## src/rtl/mem_access_pkg.sv

```systemverilog
// mem_access_pkg
//   Shared definitions for the decoder, EX stage and the MEM stage
//   (mem_access): memory operation codes, MEM-stage FSM states, lane-select
//   width and small classification helpers for operation codes.
//   Operation codes arrive as plain 4-bit values; codes 9..15 are treated
//   as "no memory operation" by the helpers below.

package mem_access_pkg;

    localparam int WORD_WIDTH     = 32;
    localparam int BYTE_SEL_WIDTH = 4;
    localparam int TIMER_WIDTH    = 8;

    typedef enum logic [3:0] {
        MEM_OP_NONE = 4'd0,
        MEM_OP_LB   = 4'd1,
        MEM_OP_LBU  = 4'd2,
        MEM_OP_LH   = 4'd3,
        MEM_OP_LHU  = 4'd4,
        MEM_OP_LW   = 4'd5,
        MEM_OP_SB   = 4'd6,
        MEM_OP_SH   = 4'd7,
        MEM_OP_SW   = 4'd8
    } mem_op_t;

    typedef enum logic {
        MEM_STATE_IDLE = 1'b0,
        MEM_STATE_BUSY = 1'b1
    } mem_state_t;

    function automatic logic is_load(input logic [3:0] op);
        return (op == MEM_OP_LB)  || (op == MEM_OP_LBU) || (op == MEM_OP_LH) ||
               (op == MEM_OP_LHU) || (op == MEM_OP_LW);
    endfunction

    function automatic logic is_store(input logic [3:0] op);
        return (op == MEM_OP_SB) || (op == MEM_OP_SH) || (op == MEM_OP_SW);
    endfunction

    function automatic logic is_mem_op(input logic [3:0] op);
        return is_load(op) || is_store(op);
    endfunction

    // Halfwords must sit on an even address, words on a multiple of four.
    function automatic logic is_misaligned(input logic [3:0] op, input logic [1:0] off);
        logic half_op;
        logic word_op;
        half_op = (op == MEM_OP_LH) || (op == MEM_OP_LHU) || (op == MEM_OP_SH);
        word_op = (op == MEM_OP_LW) || (op == MEM_OP_SW);
        return (half_op && off[0]) || (word_op && (off != 2'b00));
    endfunction

endpackage

```

## src/rtl/mem_access_if.sv

```systemverilog
// mem_access_if
//   Variable-latency request/ready data-memory port.
//   master (MEM stage): mem_request, mem_write, mem_addr (word aligned),
//                       mem_byte_select (bit3 = data[31:24]), mem_write_data
//   slave  (memory)   : mem_ready (access completes this cycle),
//                       mem_read_data (valid while mem_ready=1)

interface mem_access_if
    import mem_access_pkg::*;
#(
    parameter int ADDR_WIDTH = 32
);

    logic                      mem_request;
    logic                      mem_write;
    logic [ADDR_WIDTH-1:0]     mem_addr;
    logic [BYTE_SEL_WIDTH-1:0] mem_byte_select;
    logic [WORD_WIDTH-1:0]     mem_write_data;
    logic                      mem_ready;
    logic [WORD_WIDTH-1:0]     mem_read_data;

    modport master (
        output mem_request,
        output mem_write,
        output mem_addr,
        output mem_byte_select,
        output mem_write_data,
        input  mem_ready,
        input  mem_read_data
    );

    modport slave (
        input  mem_request,
        input  mem_write,
        input  mem_addr,
        input  mem_byte_select,
        input  mem_write_data,
        output mem_ready,
        output mem_read_data
    );

endinterface

```

## src/rtl/mem_access_lane_align.sv

```systemverilog
// mem_lane_align
//   Purely combinational big-endian lane steering for MIPS loads/stores.
//   Ports:
//     op             in  4   memory operation code (mem_access_pkg encoding)
//     off            in  2   byte offset within the word (addr[1:0])
//     store_data     in  32  rt value for stores
//     read_data      in  32  word returned by memory
//     byte_select    out 4   active lanes, bit3 = data[31:24]
//     write_data_out out 32  store data replicated into every lane
//     load_value     out 32  selected byte/half right-aligned and extended
//   Halfword accesses look at off[1] only and word accesses ignore off, so a
//   misaligned address behaves as if its low offending bits were zero.

module mem_lane_align
    import mem_access_pkg::*;
(
    input  logic [3:0]                op,
    input  logic [1:0]                off,
    input  logic [WORD_WIDTH-1:0]     store_data,
    input  logic [WORD_WIDTH-1:0]     read_data,
    output logic [BYTE_SEL_WIDTH-1:0] byte_select,
    output logic [WORD_WIDTH-1:0]     write_data_out,
    output logic [WORD_WIDTH-1:0]     load_value
);

    function automatic logic [WORD_WIDTH-1:0] extend_byte(input logic [7:0] b,
                                                          input logic       sign);
        logic signed [7:0] sb;
        sb = b;
        return sign ? 32'(sb) : {24'b0, b};
    endfunction

    function automatic logic [WORD_WIDTH-1:0] extend_half(input logic [15:0] h,
                                                          input logic        sign);
        logic signed [15:0] sh;
        sh = h;
        return sign ? 32'(sh) : {16'b0, h};
    endfunction

    logic [7:0]                byte_lane;
    logic [15:0]               half_lane;
    logic [BYTE_SEL_WIDTH-1:0] byte_mask;
    logic [BYTE_SEL_WIDTH-1:0] half_mask;

    // Lane 3 holds the lowest byte address (big-endian).
    always_comb begin
        byte_lane = read_data[31:24];
        case (off)
            2'd0:    byte_lane = read_data[31:24];
            2'd1:    byte_lane = read_data[23:16];
            2'd2:    byte_lane = read_data[15:8];
            default: byte_lane = read_data[7:0];
        endcase
        half_lane = off[1] ? read_data[15:0] : read_data[31:16];
        byte_mask = 4'b1000 >> off;
        half_mask = off[1] ? 4'b0011 : 4'b1100;
    end

    always_comb begin
        byte_select    = '0;
        write_data_out = '0;
        load_value     = '0;
        case (op)
            MEM_OP_LB: begin
                byte_select = byte_mask;
                load_value  = extend_byte(byte_lane, 1'b1);
            end
            MEM_OP_LBU: begin
                byte_select = byte_mask;
                load_value  = extend_byte(byte_lane, 1'b0);
            end
            MEM_OP_LH: begin
                byte_select = half_mask;
                load_value  = extend_half(half_lane, 1'b1);
            end
            MEM_OP_LHU: begin
                byte_select = half_mask;
                load_value  = extend_half(half_lane, 1'b0);
            end
            MEM_OP_LW: begin
                byte_select = 4'b1111;
                load_value  = read_data;
            end
            MEM_OP_SB: begin
                byte_select    = byte_mask;
                write_data_out = {4{store_data[7:0]}};
            end
            MEM_OP_SH: begin
                byte_select    = half_mask;
                write_data_out = {2{store_data[15:0]}};
            end
            MEM_OP_SW: begin
                byte_select    = 4'b1111;
                write_data_out = store_data;
            end
            default: ;
        endcase
    end

endmodule

```

## src/rtl/mem_access.sv

```systemverilog
// mem_access
//   Registered MEM pipeline stage. Passes the EX writeback triple through
//   with one cycle of latency and performs MIPS loads/stores over a
//   variable-latency request/ready memory port, stalling IF..EX while an
//   access is outstanding and aborting with a bus error after
//   TIMEOUT_CYCLES busy cycles without mem_ready.
//   Ports:
//     clock, reset                 pipeline clock, synchronous active-high reset
//     input_write_enable/addr/data writeback triple from EX
//     input_mem_op/mem_addr        memory operation and effective byte address
//     input_store_data             rt value for stores
//     stall_request                combinational hold request for IF..EX
//     mem (mem_access_if.master)   data-memory port
//     write_enable/addr/data       registered writeback triple
//     bus_error                    one-cycle pulse after an access timeout
//     align_error                  one-cycle pulse on a misaligned access
//                                  (present only with MEM_ALIGN_CHECK_EN)
//   Build option: define MEM_ALIGN_CHECK_EN to reject misaligned half/word
//   accesses; otherwise the offending low address bits are treated as zero.

module mem_access
    import mem_access_pkg::*;
#(
    parameter int ADDR_WIDTH     = 32,
    parameter int REG_ADDR_WIDTH = 5,
    parameter int TIMEOUT_CYCLES = 16
) (
    input  logic                      clock,
    input  logic                      reset,
    input  logic                      input_write_enable,
    input  logic [REG_ADDR_WIDTH-1:0] input_write_addr,
    input  logic [WORD_WIDTH-1:0]     input_write_data,
    input  logic [3:0]                input_mem_op,
    input  logic [ADDR_WIDTH-1:0]     input_mem_addr,
    input  logic [WORD_WIDTH-1:0]     input_store_data,
    output logic                      stall_request,
    mem_access_if.master              mem,
    output logic                      write_enable,
    output logic [REG_ADDR_WIDTH-1:0] write_addr,
    output logic [WORD_WIDTH-1:0]     write_data,
`ifdef MEM_ALIGN_CHECK_EN
    output logic                      align_error,
`endif
    output logic                      bus_error
);

    localparam logic [TIMER_WIDTH-1:0] TIMER_LAST = TIMER_WIDTH'(TIMEOUT_CYCLES - 1);

    mem_state_t                state;
    mem_state_t                state_next;
    logic [TIMER_WIDTH-1:0]    timer;

    logic [3:0]                hold_op_p1;
    logic [ADDR_WIDTH-1:0]     hold_addr_p1;
    logic [WORD_WIDTH-1:0]     hold_store_p1;
    logic [REG_ADDR_WIDTH-1:0] hold_waddr_p1;
    logic                      hold_we_p1;

    logic                      busy;
    logic                      start_misaligned;
    logic                      start_access;
    logic                      timeout_hit;

    logic [BYTE_SEL_WIDTH-1:0] lane_bsel;
    logic [WORD_WIDTH-1:0]     lane_wdata;
    logic [WORD_WIDTH-1:0]     lane_load;

`ifdef MEM_ALIGN_CHECK_EN
    assign start_misaligned = is_misaligned(input_mem_op, input_mem_addr[1:0]);
`else
    assign start_misaligned = 1'b0;
`endif

    assign busy         = (state == MEM_STATE_BUSY);
    assign start_access = is_mem_op(input_mem_op) && !start_misaligned;
    // A late ready in the last allowed cycle still completes the access.
    assign timeout_hit  = busy && !mem.mem_ready && (timer == TIMER_LAST);

    mem_lane_align u_lane_align (
        .op             (hold_op_p1),
        .off            (hold_addr_p1[1:0]),
        .store_data     (hold_store_p1),
        .read_data      (mem.mem_read_data),
        .byte_select    (lane_bsel),
        .write_data_out (lane_wdata),
        .load_value     (lane_load)
    );

    always_ff @(posedge clock) begin
        if (reset) begin
            state <= MEM_STATE_IDLE;
        end else begin
            state <= state_next;
        end
    end

    always_comb begin
        state_next = state;
        case (state)
            MEM_STATE_IDLE: if (start_access) state_next = MEM_STATE_BUSY;
            MEM_STATE_BUSY: if (mem.mem_ready || timeout_hit) state_next = MEM_STATE_IDLE;
            default:        state_next = MEM_STATE_IDLE;
        endcase
    end

    always_comb begin
        stall_request       = 1'b0;
        mem.mem_request     = 1'b0;
        mem.mem_write       = 1'b0;
        mem.mem_addr        = '0;
        mem.mem_byte_select = '0;
        mem.mem_write_data  = '0;
        case (state)
            MEM_STATE_IDLE: begin
                stall_request = start_access;
            end
            MEM_STATE_BUSY: begin
                // Releasing the stall in the timeout cycle lets EX move on
                // past the aborted instruction.
                stall_request       = !mem.mem_ready && !timeout_hit;
                mem.mem_request     = 1'b1;
                mem.mem_write       = is_store(hold_op_p1);
                mem.mem_addr        = {hold_addr_p1[ADDR_WIDTH-1:2], 2'b00};
                mem.mem_byte_select = lane_bsel;
                mem.mem_write_data  = is_store(hold_op_p1) ? lane_wdata : '0;
            end
            default: ;
        endcase
    end

    always_ff @(posedge clock) begin
        if (reset) begin
            timer <= '0;
        end else if (busy && !mem.mem_ready && !timeout_hit) begin
            timer <= timer + 1'b1;
        end else begin
            timer <= '0;
        end
    end

    // ---- stage p1: access holding registers (EX is frozen while busy) ----
    always_ff @(posedge clock) begin
        if (!busy && start_access) begin
            hold_op_p1    <= input_mem_op;
            hold_addr_p1  <= input_mem_addr;
            hold_store_p1 <= input_store_data;
            hold_waddr_p1 <= input_write_addr;
            hold_we_p1    <= input_write_enable;
        end
    end

    // ---- stage p2: registered writeback triple and error pulses ----
    always_ff @(posedge clock) begin
        if (reset) begin
            write_enable <= 1'b0;
            write_addr   <= '0;
            write_data   <= '0;
            bus_error    <= 1'b0;
        end else begin
            bus_error <= 1'b0;
            if (!busy) begin
                if (!is_mem_op(input_mem_op)) begin
                    write_enable <= input_write_enable;
                    write_addr   <= input_write_addr;
                    write_data   <= input_write_data;
                end else begin
                    write_enable <= 1'b0;
                end
            end else if (mem.mem_ready) begin
                if (is_load(hold_op_p1)) begin
                    write_enable <= hold_we_p1;
                    write_addr   <= hold_waddr_p1;
                    write_data   <= lane_load;
                end else begin
                    write_enable <= 1'b0;
                end
            end else begin
                write_enable <= 1'b0;
                bus_error    <= timeout_hit;
            end
        end
    end

`ifdef MEM_ALIGN_CHECK_EN
    always_ff @(posedge clock) begin
        if (reset) begin
            align_error <= 1'b0;
        end else begin
            align_error <= !busy && start_misaligned;
        end
    end
`endif

endmodule

```

## src/flat_wrapper.sv

```systemverilog
// flat-port wrapper written by rule: the top's interface ports become plain ports
module mem_access_flat import mem_access_pkg::*;
#(
    parameter int ADDR_WIDTH     = 32,
    parameter int REG_ADDR_WIDTH = 5,
    parameter int TIMEOUT_CYCLES = 16
)
  (clock, reset, input_write_enable, input_write_addr, input_write_data, input_mem_op, input_mem_addr, input_store_data, stall_request, write_enable, write_addr, write_data, bus_error, mem_mem_request, mem_mem_write, mem_mem_addr, mem_mem_byte_select, mem_mem_write_data, mem_mem_ready, mem_mem_read_data);
  mem_access_if #(.ADDR_WIDTH(ADDR_WIDTH)) mem_i ();
  input  logic clock;
  input  logic reset;
  input  logic input_write_enable;
  input  logic [REG_ADDR_WIDTH-1:0] input_write_addr;
  input  logic [WORD_WIDTH-1:0] input_write_data;
  input  logic [3:0] input_mem_op;
  input  logic [ADDR_WIDTH-1:0] input_mem_addr;
  input  logic [WORD_WIDTH-1:0] input_store_data;
  output logic stall_request;
  output logic write_enable;
  output logic [REG_ADDR_WIDTH-1:0] write_addr;
  output logic [WORD_WIDTH-1:0] write_data;
  output logic bus_error;
  output wire logic [$bits(mem_i.mem_request)-1:0] mem_mem_request;
  output wire logic [$bits(mem_i.mem_write)-1:0] mem_mem_write;
  output wire logic [$bits(mem_i.mem_addr)-1:0] mem_mem_addr;
  output wire logic [$bits(mem_i.mem_byte_select)-1:0] mem_mem_byte_select;
  output wire logic [$bits(mem_i.mem_write_data)-1:0] mem_mem_write_data;
  input wire logic [$bits(mem_i.mem_ready)-1:0] mem_mem_ready;
  input wire logic [$bits(mem_i.mem_read_data)-1:0] mem_mem_read_data;
  assign mem_mem_request = mem_i.mem_request;
  assign mem_mem_write = mem_i.mem_write;
  assign mem_mem_addr = mem_i.mem_addr;
  assign mem_mem_byte_select = mem_i.mem_byte_select;
  assign mem_mem_write_data = mem_i.mem_write_data;
  assign mem_i.mem_ready = mem_mem_ready;
  assign mem_i.mem_read_data = mem_mem_read_data;
  mem_access #(.ADDR_WIDTH(ADDR_WIDTH), .REG_ADDR_WIDTH(REG_ADDR_WIDTH), .TIMEOUT_CYCLES(TIMEOUT_CYCLES)) u_core (.clock(clock), .reset(reset), .input_write_enable(input_write_enable), .input_write_addr(input_write_addr), .input_write_data(input_write_data), .input_mem_op(input_mem_op), .input_mem_addr(input_mem_addr), .input_store_data(input_store_data), .stall_request(stall_request), .mem(mem_i), .write_enable(write_enable), .write_addr(write_addr), .write_data(write_data), .bus_error(bus_error));
endmodule
```

## config.mk

```make
export PLATFORM = sky130hd
export DESIGN_NAME = mem_access_flat
export DESIGN_NICKNAME = d
export VERILOG_FILES = /design/src/rtl/mem_access_pkg.sv /design/src/rtl/mem_access_if.sv /design/src/rtl/mem_access_lane_align.sv /design/src/rtl/mem_access.sv /design/src/flat_wrapper.sv
export SDC_FILE = /design/constraint.sdc
export NUM_CORES = 1
export LEC_CHECK = 0
export BUFFER_PORTS_ARGS = -buffer_cell sky130_fd_sc_hd__clkbuf_2
export CORE_ASPECT_RATIO = 0.9
export CORE_MARGIN = 4
export CORE_UTILIZATION = 40
export DETAILED_ROUTE_END_ITERATION = 10
export GPL_TIMING_DRIVEN = 0
export MAX_ROUTING_LAYER = met4
export PLACE_DENSITY = 0.69
export SLEW_MARGIN = 30
export SYNTH_ARGS = -nofsm -noshare
export SYNTH_HDL_FRONTEND = slang
export SYNTH_SLANG_ARGS = --single-unit
```

## constraint.sdc

```tcl
create_clock -name clock -period 5 [get_ports clock]
set_clock_uncertainty 0.2 [all_clocks]
set_input_delay 1 -clock clock [delete_from_list [all_inputs] [get_ports clock]]
set_output_delay 1 -clock clock [all_outputs]
set_load 0.005 [all_outputs]
```

# After elaboration in Yosys (flattened, before gate mapping)
# Index checks and enable logic that the tools add are counted.
[word_totals] ff_bits=122 inputBits=141 output_inout_bits=110 word_cells=94
[op_classes] n_addsub=1 eq_ne=22 shifts=1 muxes=28 n_bitwise=2 reduce_logical=29
[op_table] operator="$mux W32" count=7
[op_table] operator="$pmux W32 S5" count=1
[op_table] operator="$pmux W32 S3" count=1
[op_table] operator="$eq A4 B3 Y1 const B" count=8
[op_table] operator="$pmux W8 S3" count=1
[op_table] operator="$mux W5" count=4
[op_table] operator="$eq A4 B2 Y1 const B" count=4
[op_table] operator="$mux W16" count=1
[op_table] operator="$logic_or A1 B1 Y1" count=14
[op_table] operator="$pmux W4 S3" count=1
[op_table] operator="$reduce_or A3 Y1" count=3
[op_table] operator="$add A8 B1 Y8 const B" count=1
[op_table] operator="$eq A4 B1 Y1 const B" count=2
[op_table] operator="$eq A4 B4 Y1 const B" count=2
[op_table] operator="$eq A8 B4 Y1 const B" count=1
[op_table] operator="$mux W1" count=8
[op_table] operator="$mux W4" count=2
[op_table] operator="$logic_and A1 B1 Y1" count=5
[op_table] operator="$ne A2 B2 Y1 const B" count=2
[op_table] operator="$pmux W1 S2" count=2
[op_table] operator="$reduce_or A2 Y1" count=2
[op_table] operator="$shr A4 B2 Y4 const A" count=1
[op_table] operator="$logic_not A1 Y1" count=3
[op_table] operator="$reduce_and A3 Y1" count=1
[op_table] operator="other kinds (5)" count=6

# Logic depth before layout (Yosys ltp)
[depth] word_depth=8 depth_mapped=8 depth_no_buf=5

# By module
# Synthesis repeated with hierarchy kept, for this count alone.
[hier_totals] hier_cells=558 area_unflattened_um2=6195.9
[modules_own_cells] mod="mem_access" n_inst=1 cells_each=375 area_per_inst_um2=4834.6 seq_area_each_um2=3183.1
[modules_own_cells] mod="mem_lane_align" n_inst=1 cells_each=183 area_per_inst_um2=1361.3 seq_area_each_um2=0.0

# Worst setup path before layout
# No wires, ideal clock.
[synth_timing] path_kind="input to output" from="input input_mem_op[0]" to="output stall_request" arrival_ns=3.427 t_required_ns=3.800 setup_slack_ns=0.373 cell_stages=3 n_path_buf=0 path_cell_list="o31ai_1 -> and3b_1 -> a31o_1"
[synth_via] elab_chain_cells=7 elab_cells_between_ends=16 classes_between="eq/ne: 8; mux: 1; reduce/logical: 7"
[synth_lines] element="start, declared" line="flat_wrapper.sv:15" text="input logic [3:0] input_mem_op;"
[synth_lines] element="$eq A4 B1 Y1 or $eq A4 B2 Y1 (tied branches)" line="mem_access_pkg.sv:32" text="return (op == MEM_OP_LB) || (op == MEM_OP_LBU) || (op == MEM_OP_LH) ||"
[synth_lines] element="$logic_or A1 B1 Y1 (3 in a row)" line="mem_access_pkg.sv:32"
[synth_lines] element="$logic_or A1 B1 Y1" line="mem_access_pkg.sv:33" text="(op == MEM_OP_LHU) || (op == MEM_OP_LW);"
[synth_lines] element="$logic_or A1 B1 Y1 (*)" line="mem_access_pkg.sv:41" text="return is_load(op) || is_store(op);"
[synth_lines] element="$pmux W1 S2 (*)" line="mem_access.sv:113" text="case (state)"
[synth_lines] element="end, declared" line="flat_wrapper.sv:18" text="output logic stall_request;"
# Mark *: on every way between the ends. The rest lies on a longest branch, timed or not.

# Final worst setup path
[layout_timing] from="register u_core.hold_op_p1[1]" to="output mem_mem_write_data[9]"
[layout_via] elab_chain_cells=5 elab_cells_between_ends=8 classes_between="eq/ne: 3; mux: 3; reduce/logical: 2"
[layout_lines] element="start, declared" line="mem_access.sv:53" text="logic [3:0] hold_op_p1;"
[layout_lines] element="start signal, assigned" line="mem_access.sv:144" text="hold_op_p1 <= input_mem_op;"
[layout_lines] element="branches (longest 3 deep; another with $pmux W32 S3)"
[layout_lines] element="$mux W32 (*)" line="mem_access.sv:125" text="mem.mem_write_data = is_store(hold_op_p1) ? lane_wdata : '0;"
[layout_lines] element="$mux W32 (*)" line="mem_access.sv:113"
[layout_lines] element="end, declared" line="flat_wrapper.sv:27" text="output wire logic [$bits(mem_i.mem_write_data)-1:0] mem_mem_write_data;"
# Every way passes the cells marked *.

==> impl_metrics.ini <==
[logic_synthesis]
synth_area_leaders = edfxtp_1, dfxtp_1, a21boi_1
ys_types = 60
syn_avg_cell_area_um2 = 11.3
synth_seq_cells = 122
synth_simple_gate_area_share = 0.170
synth_xor_area_frac = 0.0101
synthAdderAreaFrac = 0.00207
synth_top_flop_cell = edfxtp_1
syn_area_mm2 = 0.00605
synth_area_leader_cell = edfxtp_1
synth_mux_area_frac = 0.0633
syn_inst = 536
synth_top_family_by_area = compound AO/OA/AOI/OAI gates
async_flop_share = 0
synth_compound_gate_area_share = 0.178
synth-edff-count = 74
seq_area_frac_synth = 0.526
yosys.area.top_type_share = 0.367
yosysWarnings = 0

[timing]
report.final.slew_viol_count = 0
tightest_slew_ns = 0.749
rsz0062_at_grt = false
period_minus_slack_ns = 3.90
fmax_ghz = 0.257
timing.hold.ws_ns = 0.242
hold_violations = 0
fin_crit_sh = 0.779
slew_headroom = 0.499
setup_viol = 0

[run_status]
status = finished clean

[setup_path]
crit_fanout = 10
path_cells = buf_2, nand2_1, nor2_1, clkbuf_1, nand2_1, a21boi_1, clkbuf_2
cp_common_cell = nand2_1
crit_arrival_ns = 2.70
r2r_slack_ns = 2.59
critPathLaunch = u_core.hold_op_p1[1]
slowest_stage = nor2_1
start_kind = flop
timing.rr.start = u_core.busy
path_buf_inv = 3
cpPeakStageDelay_ns = 0.58
crit_required_ns = 3.80
cp_top_family = buffers and inverters
critPathCaptureType = output port
cp.depth = 7
path_class = flop to output port
ff2ff_path_depth = 4

[finish]
layout-drive-gt1-share = 0.421
finalNonFillerCells = 1015
area_growth_pct = 34.7
final_nets = 947
insertedDiodeCount = 0

[drt]
drtIter0Drc = 464
firstDrtPassIters = 5
antenna_left = 0
drt-wirelength-per-cell_um = 19.1
via_per_inst = 5.30
drc = 0
dr_total_vias = 5378
wl_um = 19300

[clock_network]
ctsHtreeMaxLevel = 4
post_cts_resized = 0
cts_sinks = 122
cts-root-buf = clkbuf_16
clock_latency_ns = 0.41
path_clk_slew_ns = 0.05
cts_tree = built
numCtsBuffers = 17
cts_buffer_depth = 2
cts_setup_buffers = 0
cts_hold_buf = 0

[floorplan]
chipHeight_um = 125
die-area_mm2 = 0.0172
core_area_mm2 = 0.0148
ios = 251
dieWidth_um = 138
initial_core_util = 0.410
rows = 42

[pwr]
total_power_uw = 2830
powerDensity_mw_per_mm2 = 347
p_leak_uw = 0.00336
vdd_drop_max_mv = 0.246

[grt]
gr-usage-all-layers = 0.229
antenna_found_initial = 0
grt_pass1_wl_um = 29400
grt_pass1_vias = 5322
grt_max_degree = 40
grt_overflow_total = 0

[placed_design]
placed_cells = 984
hpwl_um = 15100
place_congestion = 0.937
portBuffers = 248

[job]
max_cap_violations = 0

[min_path]
holdPathStages = 1
worstHoldStart = u_core.timer[0]
hold_class = flop to flop
==> logic make-up after synthesis <==
group           count (synthesis)
xor+xnor                        7
flops                         122
buf+inv                        50
other cells                     1
mux                            30
fa+ha+maj                       1
compound gates                139
simple gates                  186
==> metal layers <==
layer | GRT usage | vias up | routed length (um)
li1 | - | 2525 | -
met1 | 0.301 | 2619 | 8360
met2 | 0.355 | 202 | 9360
met3 | 0.0400 | 32 | 1220
met4 | 0.0775 | 0 | 413
met5 | - | - | 0
==> state kept, by name, summed over array words and instances, names as in the netlist <==
signal,cells
u_core.hold_waddr_p1,5
u_core.busy,1
u_core.bus_error,1
u_core.write_addr,5
u_core.hold_addr_p1,32
u_core.write_enable,1
u_core.hold_store_p1,32
u_core.hold_we_p1,1
u_core.timer,8
u_core.write_data,32
u_core.hold_op_p1,4
==> synth_stat cells (all sizes together) (6+ instances only) <==
library cell	n
a211oi	8
buf	22
a221oi	9
clkbuf	21
a21oi	26
dfxtp	48
nor3	7
mux2	16
nand3b	27
inv	6
nand2	46
a21boi	40
edfxtp	74
nor2b	11
mux2i	9
o22ai	26
and2	43
nor2	30
a22oi	8
==> final cells by class <==
type | count | area [um2]
Fill cell | 1312 | 6620
Sequential cell | 122 | 3180
Multi-Input combinational cell | 365 | 2570
Timing Repair Buffer | 249 | 1260
Clock buffer | 17 | 425
Buffer | 43 | 274
Tap cell | 198 | 248
Clock inverter | 14 | 156
Inverter | 7 | 26.3
==> worst paths after layout <==
| kind | endpoint |
|---|---|
| hold / removal | u_core.timer[0] |
| setup / recovery | mem_mem_write_data[9] |
| setup reg to reg | u_core.write_data[3] |
| hold reg to reg | u_core.timer[0] |
==> power by group <==
group / switching [uW] / internal, uW / leakage, uW
sequential: 33.5 / 1150 / 0.00111
clock: 430 / 772 / 0.000277
combinational: 238 / 201 / 0.00197
==> cells in the final DEF (no fill, tap or decap), types with 8 or more instances in the layout <==
cell type    n
a21boi_1    39
a21oi_1     22
a221oi_1     9
a22oi_1      8
and2_1      43
clkbuf_1    21
clkbuf_16   17
clkbuf_2   248
dfxtp_1     48
edfxtp_1    74
mux2_2      16
mux2i_1      9
nand2_1     46
nand3b_1    27
nor2_1      25
nor2b_1     11
o22ai_1     23
==> per-stage QoR <==
step	utilization	setup TNS, ns	instance area (um2)	setup WS [ns]
6_report	0.552	0	8150	1.10
5_1_grt	0.552	0	8150	0.923
4_1_cts	0.552	0	8150	1.05
3_5_place_dp	0.512	0	7570	1.33
3_3_place_gp	0.511	-0.582	7540	-0.582
2_1_floorplan	-	0	6050	0.373
Note: power is estimated with default switching activity, not from simulation.
